===== config.mk =====
export PLATFORM = sky130hd
export DESIGN_NAME = imem_fetch_server
export DESIGN_NICKNAME = d
export VERILOG_FILES = /design/src/rtl/cpu_pkg.sv /design/src/rtl/imem_array.sv /design/src/rtl/imem_fetch_server.sv
export SDC_FILE = /design/constraint.sdc
export NUM_CORES = 1
export LEC_CHECK = 0
export ABC_CLOCK_PERIOD_IN_PS = 5250
export CAP_MARGIN = 25
export CORE_AREA = 3 3 190 118
export DETAILED_ROUTE_END_ITERATION = 16
export DIE_AREA = 0 0 193 121
export PLACE_DENSITY = 0.72
export SLEW_MARGIN = 5
export SYNTH_ARGS = -nofsm -noshare
export SYNTH_HDL_FRONTEND = slang
export SYNTH_SLANG_ARGS = --single-unit

===== constraint.sdc =====
create_clock -name clk -period 5.25 [get_ports clk]
set_input_delay 1.05 -clock clk [delete_from_list [all_inputs] [get_ports clk]]
set_output_delay 1.05 -clock clk [all_outputs]
set_load 0.005 [all_outputs]

===== src/rtl/cpu_pkg.sv =====
// Shared CPU types: instruction word geometry and the fetch-server state encoding.
// Defaults here are overridable by the modules' own parameters.
package cpu_pkg;

  localparam int ADDR_W_DFLT = 5;
  localparam int DATA_W_DFLT = 8;

  localparam int OPC_W   = 3;
  localparam int OPC_MSB = DATA_W_DFLT - 1;
  localparam int OPC_LSB = DATA_W_DFLT - OPC_W;

  typedef enum logic [1:0] {
    IDLE,
    WAIT,
    RESP
  } fetch_state_t;

  function automatic logic [OPC_W-1:0] opcode_of(input logic [DATA_W_DFLT-1:0] word);
    return word[OPC_MSB:OPC_LSB];
  endfunction

endpackage


===== src/rtl/imem_array.sv =====
// Program storage: one synchronous write port, one combinational read port, no reset.
// A write and a read of the same word on one edge see the old contents at the read side.
module imem_array #(
  parameter int ADDR_W = 5,
  parameter int DATA_W = 8
) (
  input  logic              clk,
  input  logic              we,
  input  logic [ADDR_W-1:0] waddr,
  input  logic [DATA_W-1:0] wdata,
  input  logic [ADDR_W-1:0] raddr,
  output logic [DATA_W-1:0] rdata
);

  logic [DATA_W-1:0] mem [0:(1<<ADDR_W)-1];

  always_ff @(posedge clk) begin
    if (we) mem[waddr] <= wdata;
  end

  assign rdata = mem[raddr];

endmodule


===== src/rtl/imem_fetch_server.sv =====
// Single-outstanding instruction fetch responder; response valid WAIT_CYCLES+1 cycles after accept.
// Response holds until rsp_ready; no new request accepted until the response handshake completes.
module imem_fetch_server
  import cpu_pkg::*;
#(
  parameter int          ADDR_W      = ADDR_W_DFLT,
  parameter int          DATA_W      = DATA_W_DFLT,
  parameter int unsigned WAIT_CYCLES = 1
) (
  input  logic              clk,
  input  logic              rst,
  input  logic              req_valid,
  output logic              req_ready,
  input  logic [ADDR_W-1:0] req_addr,
  output logic              rsp_valid,
  input  logic              rsp_ready,
  output logic [DATA_W-1:0] rsp_data,
  output logic [ADDR_W-1:0] rsp_addr,
  input  logic              flush,
  input  logic              load_en,
  input  logic [ADDR_W-1:0] load_addr,
  input  logic [DATA_W-1:0] load_data,
  output logic              busy
);

  localparam logic [2:0] WAIT_INIT = 3'(WAIT_CYCLES);

  fetch_state_t      state;
  logic [2:0]        cnt;
  logic [ADDR_W-1:0] rd_addr;
  logic [DATA_W-1:0] rd_data;

  assign req_ready = (state == IDLE) & ~load_en & ~flush;

  // In IDLE the only possible read is the zero-wait fetch of the incoming address.
  assign rd_addr = (state == IDLE) ? req_addr : rsp_addr;

  imem_array #(
    .ADDR_W (ADDR_W),
    .DATA_W (DATA_W)
  ) u_array (
    .clk   (clk),
    .we    (load_en),
    .waddr (load_addr),
    .wdata (load_data),
    .raddr (rd_addr),
    .rdata (rd_data)
  );

  always_ff @(posedge clk or negedge rst) begin
    if (!rst) begin
      state     <= IDLE;
      cnt       <= '0;
      rsp_valid <= 1'b0;
      rsp_data  <= '0;
      rsp_addr  <= '0;
      busy      <= 1'b0;
    end else if (flush) begin
      state     <= IDLE;
      cnt       <= '0;
      rsp_valid <= 1'b0;
      busy      <= 1'b0;
    end else begin
      case (state)
        IDLE: begin
          if (req_valid && req_ready) begin
            rsp_addr <= req_addr;
            cnt      <= WAIT_INIT;
            busy     <= 1'b1;
            if (WAIT_CYCLES == 0) begin
              state     <= RESP;
              rsp_data  <= rd_data;
              rsp_valid <= 1'b1;
            end else begin
              state <= WAIT;
            end
          end
        end
        WAIT: begin
          cnt <= cnt - 3'd1;
          if (cnt == 3'd1) begin
            state     <= RESP;
            rsp_data  <= rd_data;
            rsp_valid <= 1'b1;
          end
        end
        RESP: begin
          if (rsp_ready) begin
            state     <= IDLE;
            rsp_valid <= 1'b0;
            busy      <= 1'b0;
          end
        end
        default: begin
          state     <= IDLE;
          rsp_valid <= 1'b0;
          busy      <= 1'b0;
        end
      endcase
    end
  end

endmodule

==> results by group, run 1 <==
Detailed routing
  • DR iter-0 viols: roughly 900
  • DRC Markers: 0
  • Vias: 7056
  • Routed vias/inst: 6.368
  • First drt pass iteration count: 5
  • WL/cell: 25.08 um
  • Antenna-violating nets left: 0
  • Detailed Route WL: 27.79 mm

Setup path
  • Worst setup EP type: flip-flop
  • Worst path arrival time: around 4.2 ns
  • CP Cell Sequence: clkdlybuf4s50_1, or3b_1, and2_4, mux2i_1, o22ai_1, nor4_1, o2111ai_1
  • Slowest CP cell: and2_4
  • Crit path kind: input port to flip-flop
  • Crit path max fanout: between 40 and 50
  • Startpoint types: input port
  • Crit-path leading delay family: simple AND/OR/NAND/NOR gates
  • CP bufs+invs: 1
  • WP depth: 7
  • Worst reg-to-reg path cell count: 7
  • CP peak stage delay: 0.78 ns
  • CP required: ~5.6 ns

Timing
  • Rel. slew slack: 0.3578
  • RSZ-0062 raised after global routing: false
  • Hold Slack: 0.5032 ns
  • Final hold violations: 0
  • Final setup viols: 0
  • Pins Over Slew Limit: 0
  • FMAX: 262.4 MHz
  • Final worst slack: 1.439 ns
  • Tmin final: 3.811 ns
  • Setup TNS: 0 ns
  • Clock skew: approximately 0.013 ns
  • Least-Margin Pin Slew: between 0.9 and 1 ns
  • Final period util: 0.7259

Floorplan
  • Die area: about 0.023 mm2
  • Initial core utilization: 0.5446
  • Top Ports: 40
  • Rows: 41
  • Die Height: 121 um
  • Core area: 0.02083 mm2
  • Die width: 193 um

Yosys
  • Synth area leader: edfxtp_1
  • Simple-gate share of the synthesized area: 0.1109
  • Ys flop type: edfxtp_1
  • Synth top area share: 0.6777
  • Complex-gate fraction of the synthesized area: 0.05482
  • Syn_nets: a little under 800
  • Avg Cell Area, Syn: approximately 15 um2
  • Netlist Area Pre-Place: 0.01134 mm2
  • Synth area leaders: edfxtp_1 (68%), mux2i_1 (5.0%), dfrtp_1 (4.4%), nand2_1 (3.8%), mux4_2 (3.2%)
  • Cells after Synth: between 700 and 800
  • Yosys warns: 0
  • Yosys cell types: 46
  • Post-synthesis mux area share: 0.09001
  • Commonest cells in the netlist: edfxtp_1 (256), nand2_1 (114), nor2_1 (61), mux2i_1 (57), nand3_1 (27)
  • Largest family of logic cells by synthesized area: simple AND/OR/NAND/NOR gates
  • EDFF count, synth: 256
  • Most numerous cell in the Yosys netlist: edfxtp_1
  • Post-synthesis sequential area ratio: 0.7218
  • Async SR Flop Fraction: 0.07246
  • Yosys reg bits: 276
  • Adder and majority gate portion of the synthesized area: 0.002206
  • Fraction of synthesized cell area in xor and xnor cells: 0

Placement
  • Routability congestion estimate: ~0.94
  • Post-placement cell count: ~1.1k
  • Post-DP HPWL: 17.98 mm
  • Setup Slack @ Placement: 0.7500 ns
  • # port buffers: 39
  • Placed Area: 0.01201 mm2

Global routing
  • Total global-route track usage: 0.2421
  • Total congestion overflow: 0
  • Initial antenna violation count: 0
  • First-pass GRT wire length: 41.69 mm
  • Largest net degree at the start of global routing: 50
  • Number of global-route vias before repair: 6718

Clock network
  • CTS Root Cell: clkbuf_16
  • Clk Latency, worst-skew pair: 0.53 ns
  • PostCTS Resize Cnt: 0
  • CTS tree: yes
  • Total setup buffers inserted after CTS: 0
  • CTS max path bufs: 3
  • TritonCTS Buffers: 25
  • H-tree levels: 1
  • Clock sink total: 276
  • Hold Buf Count CTS: 0
  • CTS clk-pin slew, worst paths: 0.07 ns

Finish
  • Cell area after layout: 0.01281 mm2
  • Register area: 0.008188 mm2
  • Antenna cell count: 0
  • Fill count: 1560
  • Fin nets: between 800 and 900
  • Fraction of layout cells with a size suffix above 1: 0.1062
  • Multi-input logic area: 0.002932 mm2
  • Layout Area Growth over Synthesis: 12.91%
  • Non-Filler Instances: between 1k and 1.5k

Hold path
  • Worst hold stages: 2
  • HP Class: flip-flop to flip-flop

Pwr
  • Maximum VDD drop: 261.7 uV
  • Pwr dens: 368.2 mW/mm2
  • Leak: 4.300 nW

Outcome
  • Outcome: completed

Job
  • Max_cap viols: 0
==> through the flow <==
step | power, mW | utilization
detailed placement | 3.008 | 0.5766
global route | 4.879 | 0.6149
global placement | 2.994 | 0.5759
floorplan | 2.790 | -
CTS | 4.730 | 0.6136
finish | 4.715 | 0.6149
==> path summary, 6_finish.rpt <==
path                                         start                      end  slack (ns)
max reg2reg                   state[1]$_DFFE_PN0P_  rsp_data[6]$_DFFE_PN0P_        1.66
max                                    req_addr[0]  rsp_data[4]$_DFFE_PN0P_        1.44
max in group asynchronous                      rst  rsp_data[1]$_DFFE_PN0P_        4.15
min reg2reg                rsp_data[7]$_DFFE_PN0P_  rsp_data[7]$_DFFE_PN0P_        0.50
min in group asynchronous                      rst         busy$_DFFE_PN0P_        0.72
min                        rsp_data[7]$_DFFE_PN0P_  rsp_data[7]$_DFFE_PN0P_        0.50
==> sequential cells by signal, indices dropped and copies added (netlist names) <==
signal / count
rsp_valid: 1
rsp_addr: 5
u_array.mem: 256
rsp_data: 8
state: 2
busy: 1
cnt: 3
==> layout make-up <==
cell class / count / share of cell area
clock inverters: 14 / 0.009867
multi-input cells: 445 / 0.2289
inverters: 6 / 0.001758
well taps: 279 / 0.02726
flip-flops and latches: 276 / 0.6393
repair buffers: 58 / 0.04259
clock buffers: 30 / 0.05031
==> worst min-delay path, delay by kind of cell (launching register included) <==
kind               cells  cell delay (ns)
and+or+nand+nor        1             0.05
DFF                    1             0.35
AOI/OAI and AO/OA      1             0.06
==> power breakdown <==
group / total [mW] / internal, mW / switching, mW
sequential: 2.50 / 2.45 / 0.0412
clock: 1.74 / 0.973 / 0.769
combinational: 0.477 / 0.194 / 0.283
==> layout by cell type (no fill, tap or decap), types with 3 or more instances in the layout <==
| master | synthesis | routed |
|---|---|---|
| edfxtp_1 | 256 | 256 |
| nand2_1 | 114 | 113 |
| nor2_1 | 61 | 61 |
| mux2i_1 | 57 | 56 |
| clkdlybuf4s50_1 | 0 | 39 |
| nand3_1 | 27 | 27 |
| clkbuf_16 | 0 | 25 |
| a21oi_1 | 20 | 20 |
| dfrtp_1 | 20 | 20 |
| nor4_1 | 17 | 17 |
| and3_1 | 16 | 16 |
| a211oi_1 | 16 | 16 |
| mux4_2 | 16 | 16 |
| buf_4 | 0 | 16 |
| a31oi_1 | 12 | 12 |
| a22oi_1 | 9 | 9 |
| mux2_2 | 8 | 8 |
| o32ai_1 | 8 | 8 |
| o22ai_1 | 8 | 8 |
| nand4_1 | 8 | 8 |
| o2111ai_1 | 8 | 8 |
| nand3b_1 | 7 | 7 |
| inv_1 | 6 | 6 |
| clkbuf_1 | 10 | 5 |
| clkinv_1 | 0 | 4 |
| clkinv_2 | 0 | 4 |
| nor4b_1 | 3 | 3 |
| o21ai_1 | 3 | 3 |
| nand2b_1 | 3 | 3 |
| a31o_2 | 3 | 3 |
| clkinvlp_4 | 0 | 3 |
==> metal layers <==
layer | vias up | wire (um) | GRT usage
li1 | 3040 | - | -
met1 | 3506 | 12160 | 0.3827
met2 | 466 | 11300 | 0.3246
met3 | 44 | 3783 | 0.08747
met5 | - | 0 | 0
met4 | 0 | 550 | 0.04605
==> logic make-up after synthesis <==
| family | after synthesis |
|---|---|
| buf+inv | 46 |
| fa+ha+maj | 2 |
| compound gates | 91 |
| simple gates | 271 |
| mux | 81 |
| flops | 276 |
Note: power is estimated with default switching activity, not from simulation.
==> inputs of run 2 (changes only) <==
- ABC_CLOCK_PERIOD_IN_PS: 5250 -> 3200
- PLACE_DENSITY: 0.72 -> 0.75
- clock period: 5.25 -> 3.2 ns (I/O delays scaled with it)
==> run 2 against run 1 <==
Compared with the run above: clock power grew 73%; worst hold slack lost 0.039 ns; non-clock buffer count grew 63; via count grew 4.0%; sequential share of layout area shrank 2.7 points; power grew 69%; global-route usage grew 0.11 points; largest cell class unchanged; largest power group unchanged.
==> results by group, run 2 (synthesis gave the netlist of run 1 again) <==
Timing
  • Least-Margin Pin Slew: 0.8706 ns (was 0.9597 ns)
  • Clock skew: 0.006101 ns (was 0.01256 ns)
  • Tmin final: 3.031 ns
  • RSZ-0062 raised after global routing: false (unchanged)
  • Pins Over Slew Limit: 0 (unchanged)
  • FMAX: ~330 MHz
  • Final setup viols: 0 (unchanged)
  • Final hold violations: 0 (unchanged)
  • Final worst slack: 0.1692 ns (was 1.439 ns)
  • Rel. slew slack: 0.4169 (was 0.3578)
  • Final period util: 0.9471

Clock network
  • CTS clk-pin slew, worst paths: 0.07 ns (about the same)
  • Clk Latency, worst-skew pair: 0.52 ns (was 0.53 ns)
  • TritonCTS Buffers: 25 (unchanged)
  • Hold Buf Count CTS: 0 (unchanged)
  • CTS max path bufs: 3 (unchanged)
  • CTS tree: yes (unchanged)
  • Clock sink total: 276 (unchanged)
  • CTS Root Cell: clkbuf_16 (unchanged)
  • H-tree levels: 1 (unchanged)
  • Total setup buffers inserted after CTS: 0 (unchanged)

Setup path
  • Worst setup EP type: flip-flop (unchanged)
  • Crit path kind: flip-flop to flip-flop (was input port to flip-flop)
  • Crit path max fanout: 17 (was 49)
  • Worst path arrival time: 3.41 ns (was 4.19 ns)
  • Worst reg-to-reg path cell count: 10 (was 7)
  • CP required: 3.58 ns (was 5.62 ns)
  • Startpoint types: flip-flop (was input port)

Floorplan
  • Core area: 0.02083 mm2 (unchanged)
  • Die width: 193 um (unchanged)
  • Die area: 0.02335 mm2 (unchanged)
  • Rows: 41 (unchanged)
  • Die Height: 121 um (unchanged)
  • Initial core utilization: 0.5446 (unchanged)
  • Top Ports: 40 (unchanged)

Placement
  • Routability congestion estimate: 0.9184 (was 0.9392)
  • # port buffers: 39 (unchanged)
  • Setup Slack @ Placement: -0.4978 ns (was 0.7500 ns)
  • Post-DP HPWL: 18.22 mm (was 17.98 mm)

Finish
  • Fin nets: 901 (was 838)
  • Max reg flops: 256 (unchanged)
  • Registers with the most flip-flops: u_array.mem: 256 flops, rsp_data: 8 flops, rsp_addr: 5 flops (unchanged)
  • Commonest non-fill, non-tap cell in the layout: edfxtp_1 (unchanged)
  • Antenna cell count: 0 (unchanged)
  • Biggest register: u_array.mem (unchanged)
  • Fraction of layout cells with a size suffix above 1: 0.1756 (was 0.1062)
  • Core Util, Final: 0.6418 (was 0.6149)
  • Layout Area Growth over Synthesis: 17.85% (was 12.91%)
  • Most frequent cells in the layout: edfxtp_1 (256), nand2_1 (113), buf_4 (80) (was edfxtp_1 (256), nand2_1 (113), nor2_1 (61))

Detailed routing
  • First drt pass iteration count: 8 (was 5)
  • Detailed Route WL: 27.95 mm (was 27.79 mm)
  • Vias: 7336 (was 7056)
  • DRC Markers: 0 (unchanged)
  • DR iter-0 viols: 999 (was 882)
  • Routed vias/inst: 6.254 (was 6.368)
  • WL/cell: 23.83 um (was 25.08 um)
  • Antenna-violating nets left: 0 (unchanged)

Global routing
  • Initial antenna violation count: 0 (unchanged)
  • Number of global-route vias before repair: 6959 (was 6718)
  • Total global-route track usage: 0.2432 (was 0.2421)
  • Met1 GRT Util: 0.3918 (was 0.3827)
  • Total congestion overflow: 0 (unchanged)
  • First-pass GRT wire length: 42.25 mm (was 41.69 mm)
  • Largest net degree at the start of global routing: 43 (was 50)
  • Met2 Use GR: 0.3338 (was 0.3246)
  • Top Usage Layer GRT: met1 (unchanged)
  • GRT met3 Usage: 0.06871 (was 0.08747)

Pwr
  • Maximum VDD drop: 437.6 uV (was 261.7 uV)
  • Leak: 4.676 nW (was 4.300 nW)
  • Pwr dens: 594.8 mW/mm2 (was 368.2 mW/mm2)

Outcome
  • Outcome: completed (unchanged)

Hold path
  • HP Class: input port to asynchronous set/reset pin (was flip-flop to flip-flop)

Job
  • Max_cap viols: 0 (unchanged)
==> run 2: timing repair <==
| action | CTS | global route |
|---|---|---|
| setup endpoints to repair | 1 | 2 |
| resized for setup | 1 | 2 |
| endpoints found under the hold margin | 0 | 0 |
==> run 2: layout make-up <==
class,instances,area [um2]
Timing Repair Buffer,121,1031
Sequential cell,276,8188
Clock buffer,31,668.1
Multi-Input combinational cell,445,2953
Clock inverter,15,156.4
Tap cell,279,349.1
Inverter,6,22.52
Fill cell,1493,7460
==> run 2: final timing paths <==
kind,start,end,slack (ns)
min in group clk,rsp_data[6]$_DFFE_PN0P_,rsp_data[6]$_DFFE_PN0P_,0.52
max reg2reg,state[0]$_DFFE_PN0P_,rsp_data[3]$_DFFE_PN0P_,0.17
min,rst,cnt[1]$_DFFE_PN0P_,0.46
max,state[0]$_DFFE_PN0P_,rsp_data[3]$_DFFE_PN0P_,0.17
min reg2reg,rsp_data[6]$_DFFE_PN0P_,rsp_data[6]$_DFFE_PN0P_,0.52
max in group asynchronous,rst,rsp_data[6]$_DFFE_PN0P_,2.50
==> run 2: stage by stage <==
| step | instances | instance area (um2) | power (mW) | TNS (ns) | hold WS, ns |
|---|---|---|---|---|---|
| after global placement | 1127 | 12520 | 4.976 | -1.436 | 0.4933 |
| final | 1173 | 13370 | 7.951 | 0 | 0.4645 |
| after global routing | 1173 | 13370 | 8.214 | 0 | 0.5038 |
| after CTS | 1173 | 13350 | 7.976 | 0 | 0.4561 |
| after floorplan | 767 | 11340 | 4.578 | 0 | 0.3444 |
| after detailed placement | 1127 | 12520 | 5.000 | -1.608 | 0.4984 |
==> run 2: worst max-delay path, stage by stage (launching register included) <==
cell and delay [ns]:
dfrtp_1 0.47, buf_4 0.20, o21ai_1 0.26, buf_4 0.26, nand2_2 0.24, buf_4 0.24, a211oi_1 0.32, nor4_1 0.15
buf_4 0.18, nor4_4 0.40, o2111ai_1 0.15
==> run 2: per-layer routing <==
layer | wire (um) | vias to the layer above
li1 | - | 3172
met1 | 12130 | 3608
met2 | 11470 | 502
met3 | 3803 | 54
met4 | 546 | 0
met5 | 0 | -
==> run 2: power by group <==
part           leakage [nW]  total, mW  switching, mW  internal, mW
Sequential             2.57       4.09         0.0650          4.03
Clock                 0.407       3.01           1.28          1.73
Combinational          1.70      0.854          0.479         0.375
==> inputs of run 3 (changes only) <==
- ABC_CLOCK_PERIOD_IN_PS: 3200 -> 3900
- PLACE_DENSITY: 0.75 -> 0.72
- SKIP_CTS_REPAIR_TIMING: not set -> 1
- clock period: 3.2 -> 3.9 ns (I/O delays scaled with it)
==> run 3 against run 2 <==
Compared with the run above: first-iteration DRC count fell by 17%; fmax down 8.5%; flip-flop and latch count did not move; clock skew barely moved; via count down 3.7%; setup slack gained 0.42 ns; design area down 4.1%; non-clock buffer count fell by 62; global-route usage grew 0.053 points; routed wire length decreased by 0.21%; core utilization decreased by 2.6 points; largest power group unchanged.
==> results by group, run 3 (synthesis gave the netlist of run 1 again) <==
Outcome
  • Outcome: completed (unchanged)

Global routing
  • Total congestion overflow: 0 (unchanged)
  • Number of global-route vias before repair: 6861 (was 6959)
  • Initial antenna violation count: 1 (was 0)
  • Largest net degree at the start of global routing: 45 (was 43)
  • First-pass GRT wire length: 42.23 mm (was 42.25 mm)
  • Total global-route track usage: 0.2437 (was 0.2432)

Pwr
  • Part of the power in the clock network: 0.368 (was 0.378)
  • Switching power: 1.489 mW (was 1.821 mW)
  • Maximum VDD drop: 328.3 uV (was 437.6 uV)
  • Leak: 4.324 nW (was 4.676 nW)
  • Seq pwr share: 0.530 (was 0.515)
  • Sw frac: 0.2354 (was 0.2290)
  • Pwr dens: 493.6 mW/mm2 (was 594.8 mW/mm2)
  • Internal: 4.837 mW (was 6.131 mW)
  • Comb pwr share: 0.102 (was 0.107)

Clock network
  • H-tree levels: 1 (unchanged)
  • CTS tree: yes (unchanged)
  • Clk Latency, worst-skew pair: 0.52 ns (about the same)
  • CTS Root Cell: clkbuf_16 (unchanged)
  • CTS clk-pin slew, worst paths: 0.07 ns (about the same)
  • TritonCTS Buffers: 25 (unchanged)
  • CTS max path bufs: 3 (unchanged)
  • Clock sink total: 276 (unchanged)

Timing
  • Clock skew: 0.006341 ns (was 0.006101 ns)
  • Setup TNS: 0 ns (unchanged)
  • FMAX: 302.0 MHz (was 329.9 MHz)
  • Final setup viols: 0 (unchanged)
  • Final period util: 0.8492 (was 0.9471)
  • Final hold violations: 0 (unchanged)
  • Rel. slew slack: 0.3497 (was 0.4169)
  • Least-Margin Pin Slew: 0.9718 ns (was 0.8706 ns)
  • Pins Over Slew Limit: 0 (unchanged)
  • Tmin final: 3.312 ns (was 3.031 ns)
  • RSZ-0062 raised after global routing: false (unchanged)

Finish
  • Fin nets: 839 (was 901)
  • Layout Area Growth over Synthesis: 12.99% (was 17.85%)
  • Fraction of layout cells with a size suffix above 1: 0.1120 (was 0.1756)
  • Max reg flops: 256 (unchanged)
  • Most frequent cells in the layout: edfxtp_1 (256), nand2_1 (113), nor2_1 (61) (was edfxtp_1 (256), nand2_1 (113), buf_4 (80))
  • Antenna cell count: 0 (unchanged)
  • Multi-input logic area: 0.002932 mm2 (was 0.002953 mm2)
  • Registers with the most flip-flops: u_array.mem: 256 flops, rsp_data: 8 flops, rsp_addr: 5 flops (unchanged)
  • Fill count: 1537 (was 1493)
  • Commonest non-fill, non-tap cell in the layout: edfxtp_1 (unchanged)
  • Non-Filler Instances: 1109 (was 1173)
  • Core Util, Final: 0.6154 (was 0.6418)
  • Register area: 0.008188 mm2 (unchanged)
  • Biggest register: u_array.mem (unchanged)

Setup path
  • Crit path max fanout: 20 (was 17)
  • R2r setup slk: 0.59 ns (was 0.17 ns)
  • Worst path arrival time: 3.75 ns (was 3.41 ns)
  • Crit path kind: flip-flop to flip-flop (unchanged)
  • Crit-path leading delay family: simple AND/OR/NAND/NOR gates (was buffers and inverters)
  • CP peak stage delay: 0.82 ns (was 0.47 ns)
  • Startpoint types: flip-flop (unchanged)
  • CP required: 4.33 ns (was 3.58 ns)
  • CP Cell Sequence: or2_1, buf_4, a31oi_1, o32ai_1, nor4_1, nor4_1, o2111ai_1 (was buf_4, o21ai_1, buf_4, nand2_2, buf_4, a211oi_1, nor4_1, buf_4, nor4_4, o2111ai_1)
  • CP bufs+invs: 1 (was 4)
  • Most frequent CP cell: nor4_1 (was buf_4)
  • Slowest CP cell: nor4_1 (was dfrtp_1)
  • Worst setup EP type: flip-flop (unchanged)

Floorplan
  • Rows: 41 (unchanged)
  • Initial core utilization: 0.5446 (unchanged)
  • Die Height: 121 um (unchanged)
  • Top Ports: 40 (unchanged)
  • Die width: 193 um (unchanged)
  • Die area: 0.02335 mm2 (unchanged)
  • Core area: 0.02083 mm2 (unchanged)

Detailed routing
  • Detailed Route WL: 27.89 mm (was 27.95 mm)
  • WL/cell: 25.15 um (was 23.83 um)
  • First drt pass iteration count: 5 (was 8)
  • DRC Markers: 0 (unchanged)
  • Antenna-violating nets left: 0 (unchanged)
  • Vias: 7061 (was 7336)
  • Routed vias/inst: 6.367 (was 6.254)
  • DR iter-0 viols: 834 (was 999)

Placement
  • Routability congestion estimate: 0.8525 (was 0.9184)
  • Post-placement cell count: 1064 (was 1127)
  • Post-DP HPWL: 17.92 mm (was 18.22 mm)
  • # port buffers: 39 (unchanged)

Job
  • Max_cap viols: 0 (unchanged)

Hold path
  • HP Class: input port to asynchronous set/reset pin (unchanged)
-- run 3: changes by cell type in the layout (fill, tap and decap cells not counted), sizes merged --
cell,previous run,this run
buf,82,21
bufinv,3,0
clkbuf,31,32
clkdlybuf4s50,39,38
clkinv,10,11
inv,7,6
-- run 3: final timing paths --
kind                                 startpoint  cells after the start                       to
setup reg to reg           state[1]$_DFFE_PN0P_                      7  rsp_data[0]$_DFFE_PN0P_
hold / removal                              rst                      1     state[0]$_DFFE_PN0P_
min in group clk             cnt[1]$_DFFE_PN0P_                      2       cnt[1]$_DFFE_PN0P_
max in group asynchronous                   rst                      2  rsp_data[0]$_DFFE_PN0P_
hold reg to reg              cnt[1]$_DFFE_PN0P_                      2       cnt[1]$_DFFE_PN0P_
setup / recovery           state[1]$_DFFE_PN0P_                      7  rsp_data[0]$_DFFE_PN0P_
-- run 3: layout make-up --
type,count,share of cell area
Clock buffer,32,0.05476
Tap cell,279,0.02724
Multi-Input combinational cell,445,0.2287
Sequential cell,276,0.6388
Clock inverter,12,0.005369
Timing Repair Buffer,59,0.04334
Inverter,6,0.001757
-- run 3: routing by layer --
layer / track usage / share of wire
met2: 0.3403 / 0.42
met5: 0 / 0
met4: 0.05147 / 0.018
met1: 0.3786 / 0.42
met3: 0.07708 / 0.13
-- run 3: power by group through the flow --
| stage | registers (mW) | logic, mW | clock network, mW |
|---|---|---|---|
| floorplan | 3.40 | 0.353 | 0 |
| global placement | 3.41 | 0.614 | 0 |
| detailed placement | 3.42 | 0.635 | 0 |
| CTS | 3.35 | 0.637 | 2.34 |
| global route | 3.36 | 0.695 | 2.47 |
| finish | 3.35 | 0.644 | 2.33 |
-- run 3: metrics by stage --
stage | hold slack, ns | worst slack [ns] | total power, mW | cell area [um2]
final | 0.5288 | 0.5882 | 6.326 | 12820
after global routing | 0.5199 | 0.2655 | 6.520 | 12820
after CTS | 0.5422 | 0.6772 | 6.332 | 12790
after detailed placement | 0.5227 | 0.2425 | 4.051 | 12020
after global placement | 0.4948 | 0.2261 | 4.026 | 12020
after floorplan | 0.4802 | 1.259 | 3.756 | 11340
